--- config.mk ---
export PLATFORM = sky130hd
export DESIGN_NAME = acumulador_parametrico
export DESIGN_NICKNAME = d
export VERILOG_FILES = /design/src/rtl/acumulador_parametrico.sv
export SDC_FILE = /design/constraint.sdc
export NUM_CORES = 1
export LEC_CHECK = 0
export ABC_AREA = 1
export ABC_CLOCK_PERIOD_IN_PS = 3440
export CORE_AREA = 2 2 53 55
export CTS_CLUSTER_DIAMETER = 30
export DETAILED_ROUTE_END_ITERATION = 7
export DIE_AREA = 0 0 55 57
export PLACE_DENSITY = 0.83
export SYNTH_ARGS = -nofsm -noshare
export SYNTH_HDL_FRONTEND = slang
export SYNTH_SLANG_ARGS = --single-unit
--- constraint.sdc ---
create_clock -name clock -period 3.44 [get_ports clock]
set_input_delay 1.032 -clock clock [delete_from_list [all_inputs] [get_ports clock]]
set_output_delay 1.032 -clock clock [all_outputs]
set_load 0.02 [all_outputs]
--- src/rtl/acumulador_parametrico.sv ---
// acumulador_parametrico
// Selective adder followed by a feedback accumulator, in two pipeline stages.
// Stage 1 registers the selected operand together with its overflow mode.
// Stage 2 adds it into the accumulator, either wrapping or saturating.
// Stage 2 also keeps a sticky overflow flag, a one-cycle result strobe and
// a saturating count of accepted samples.
// NB_ACC must be at least NB_DATA+2 so that a single operand can never
// exceed the accumulator range on its own.
module acumulador_parametrico #(
   parameter int NB_DATA = 3,
   parameter int NB_ACC  = 6,
   parameter int NB_CNT  = 8
) (
   input  logic              clock,
   input  logic              i_rst,
   input  logic              i_clear,
   input  logic              i_valid,
   input  logic [NB_DATA-1:0] i_data1,
   input  logic [NB_DATA-1:0] i_data2,
   input  logic [1:0]        i_sel,
   input  logic              i_mode_sat,
   output logic [NB_ACC-1:0] o_data,
   output logic              o_overflow,
   output logic              o_valid,
   output logic [NB_CNT-1:0] o_count
);

   localparam logic [1:0] SEL_SUM  = 2'b00;
   localparam logic [1:0] SEL_D1   = 2'b01;
   localparam logic [1:0] SEL_D2   = 2'b10;

   logic [NB_DATA:0]  operand_next;
   logic [NB_DATA:0]  s1_operand;
   logic              s1_mode_sat;
   logic              s1_valid;
   logic [NB_ACC:0]   sum;

   // Operand selection; sel=11 contributes nothing but still counts as a sample.
   always_comb begin
      operand_next = '0;
      case (i_sel)
         SEL_SUM: operand_next = {1'b0, i_data1} + {1'b0, i_data2};
         SEL_D1:  operand_next = {1'b0, i_data1};
         SEL_D2:  operand_next = {1'b0, i_data2};
         default: operand_next = '0;
      endcase
   end

   // Stage 1: capture the operand and its mode only for qualified samples.
   always_ff @(posedge clock or posedge i_rst) begin
      if (i_rst) begin
         s1_valid    <= 1'b0;
         s1_operand  <= '0;
         s1_mode_sat <= 1'b0;
      end else if (i_clear) begin
         s1_valid    <= 1'b0;
      end else begin
         s1_valid <= i_valid;
         if (i_valid) begin
            s1_operand  <= operand_next;
            s1_mode_sat <= i_mode_sat;
         end
      end
   end

   // One extra bit so the carry out of the accumulator is visible.
   always_comb begin
      sum = {1'b0, o_data} + {{(NB_ACC-NB_DATA){1'b0}}, s1_operand};
   end

   // Stage 2: accumulate, flag overflow, count samples and strobe the result.
   always_ff @(posedge clock or posedge i_rst) begin
      if (i_rst) begin
         o_data     <= '0;
         o_overflow <= 1'b0;
         o_valid    <= 1'b0;
         o_count    <= '0;
      end else if (i_clear) begin
         o_data     <= '0;
         o_overflow <= 1'b0;
         o_valid    <= 1'b0;
         o_count    <= '0;
      end else begin
         o_valid <= s1_valid;
         if (s1_valid) begin
            if (sum[NB_ACC]) begin
               o_overflow <= 1'b1;
               o_data     <= s1_mode_sat ? '1 : sum[NB_ACC-1:0];
            end else begin
               o_data     <= sum[NB_ACC-1:0];
            end
            if (o_count != '1)
               o_count <= o_count + NB_CNT'(1);
         end
      end
   end

endmodule

==> results.toml <==
[outcome]
status = "finished clean"

[cts]
cts-root-buf = "clkbuf_4"
cts_tree = "done"
cts.clk_slew.worst_paths_ps = 120
clock-sinks = 22
holdBufCountCts = 0
ctsResizeCount = 0
worst_skew_pair.late_latency_ps = 300
htree_levels = 1
cts_buffer_depth = 2
cts-buffers-inserted = 3
cts_setup_buffers = 0

[setup_path]
r2r-end = "o_data[5]"
cp_max_fo = 8
critical-path-max-stage-delay_ps = 650
critPathBufInv = 1
reg2regPathDepth = 8
worstPathCellList = "clkdlybuf4s50_1"
critical-path-top-delay-family = "buffers and inverters"
cp_slowest_cell = "clkdlybuf4s50_1"
r2r_setup_slack_ps = 1630
cp_data_arrival_time_ps = 1430
crit_path_end_kind = "output port"
critPathLaunchType = "register"
worst_r2r_startpoint = "o_data[0]"
criticalPathCategory = "register to output port"
required_ps = 2410

[synthesis]
synthTopCellsByArea = "dfrtp_1 41%, nand2_1 19%, ha_1 7.4%"
synth-seq-cells = 22
synthFlopType = "dfrtp_1"
ys_top_cells_by_count = "68 x nand2_1, 22 x dfrtp_1, 22 x inv_1, 19 x nand3_1"
synth_simple_gate_area_share_pct = 31.9
muxShareOfSynthArea_pct = 0
synth_compound_area_share_pct = 6.51
syn_inst = 178
avgSynthCellArea_um2 = 7.56
synth_top_family_by_area = "simple AND/OR/NAND/NOR gates"
synth.most_common_cell = "nand2_1"
synth_fa_ha_area_share_pct = 10.4
ys_types = 21
ys_async_sr_fraction_pct = 100
ys_warn_count = 0
ys_seq_area_share_pct = 40.9
synth_top_area_cell = "dfrtp_1"
syn_nets = 201
synthXorXnorAreaFrac_pct = 3.26
yosys.area.top_type_share_pct = 40.9
netlist_area_um2 = 1350
synth-edff-count = 0

[global_route]
met2_usage_pct = 34.7
antenna_found_initial = 0
gr-total-overflow = 0
top_usage_layer = "met2"
grt_start_max_net_pins = 23
grt_usage_pct = 19.5
grt_pass1_wl_um = 4680
grt_util_met1_pct = 25.0
grt_util_met3_pct = 1.83
grt_pass1_vias = 1118

[placement]
globalplace.congestion = 0.798
dp_hpwl_um = 2220
numPortBuffers = 28
dp.cells = 236

[sta]
skew_ps = 3.13
final-max-slew-violation-count = 0
fin_crit_ps = 2460
rsz0062_at_grt = "false"
finalCritPeriodShare_pct = 71.6
tightest_slew_ps = 801
hold_viol_final = 0
max_slew_margin_pct = 46.5
fin_hold_ws_ps = 509
finalSetupTns_ps = 0
fmax_ghz = 0.406
setup_viol = 0

[min_path]
holdCritStartpoint = "s1_operand[2]"
hold_class = "register to register"
holdPathEnd = "s1_operand[2]"
hold_path_depth = 1

[detailed_routing]
routedWlPerCell_um = 11.5
antenna_left = 0
routed_wl_um = 2770
drt_pass1_iterations = 5
drt_first_iter_violations = 22
vias_per_cell = 5.19
route.detailed.drc = 0
vias = 1245

[floorplanning]
row_count = 19
die_h_um = 57
dieArea_um2 = 3140
io_pins = 29
start_util_pct = 51.4
core-area_um2 = 2620
die_x_um = 55

[power_and_ir_drop]
power_density_nw_per_um2 = 342
ir_drop_mv = 0.251
leakagePower_nw = 0.885

[finish]
multi_input_area_um2 = 701
fill_cells = 234
final-seq-area_um2 = 551
drive_above_1_share_pct = 3.83
nNetsFinal = 233
syn_to_final_growth_pct = 25.6
fin_cells = 240
n_antenna_cell = 0

[job]
cap_violations = 0
[cells in the final DEF, fill, tap and decap left out, drive strengths merged]
master / Yosys / final
xor2: 4 / 4
dfrtp: 22 / 22
a21oi: 4 / 4
fa: 2 / 2
o22ai: 1 / 1
inv: 22 / 22
nor2: 9 / 9
nor3: 2 / 2
nand3b: 2 / 2
o211ai: 1 / 1
nand2: 70 / 70
a21o: 1 / 1
nand3: 19 / 19
ha: 8 / 8
xnor2: 1 / 1
o21ai: 8 / 8
clkdlybuf4s50: 0 / 28
clkbuf: 0 / 4
a31oi: 1 / 1
[worst max path at each step]
stage                from             to  slack [ps]  cells after the start
2_1_floorplan  i_data1[0]  s1_operand[2]        1370                      8
5_1_grt         o_data[4]      o_data[4]         900                      1
3_5_place_dp   i_data1[0]  s1_operand[2]         750                      9
4_1_cts         o_data[4]      o_data[4]         980                      1
6_report        o_data[4]      o_data[4]         980                      1
3_3_place_gp   i_data1[0]  s1_operand[1]         840                      7
[cell families after synthesis]
family          Yosys count
simple gates            102
buf+inv                  23
flops                    22
compound gates           16
fa+ha+maj                10
xor+xnor                  5
[worst reg2reg max path, cell delays in order, from the launching register on]
cell and delay [ps]:
dfrtp_1 420, ha_1 240, fa_1 410, nand3_1 90, nand2_1 110, nand3b_1 230
nand3_1 110, nand2_1 70, nand2_1 50
[report_power, final]
part / total [mW] / internal, mW / switching [mW] / leakage, nW
Clock: 0.142 / 0.0644 / 0.0772 / 0.0210
Sequential: 0.298 / 0.278 / 0.0204 / 0.298
Combinational: 0.138 / 0.0632 / 0.0750 / 0.567
Total: 0.578 / 0.406 / 0.173 / 0.885
[through the flow]
stage	area [µm²]	worst slack, ps	util, %	total power [mW]
floorplan	1350	1370	-	0.382
global placement	1650	841	63.2	0.435
detailed placement	1650	748	63.2	0.442
CTS	1690	975	64.6	0.580
global route	1690	895	64.6	0.611
finish	1690	978	64.6	0.578
[cell type report]
type | instances | area share (%)
tap | 31 | 2.30
clock buffer | 4 | 2.15
sequential | 22 | 32.6
inverter | 22 | 4.89
timing repair buffer | 28 | 16.6
multi-input combinational | 133 | 41.5
[layer usage]
metal	share of wire (%)	wire length (µm)
met1	44	1210
met2	51	1420
met4	0.76	21
met3	4.2	117
met5	0	0
[registers in the layout, summed over array words and instances, names as in the netlist]
| register | flops |
|---|---|
| o_count | 8 |
| o_data | 6 |
| o_overflow | 1 |
| o_valid | 1 |
| s1_mode_sat | 1 |
| s1_operand | 4 |
| s1_valid | 1 |
Power figures use the tool's default switching activity.
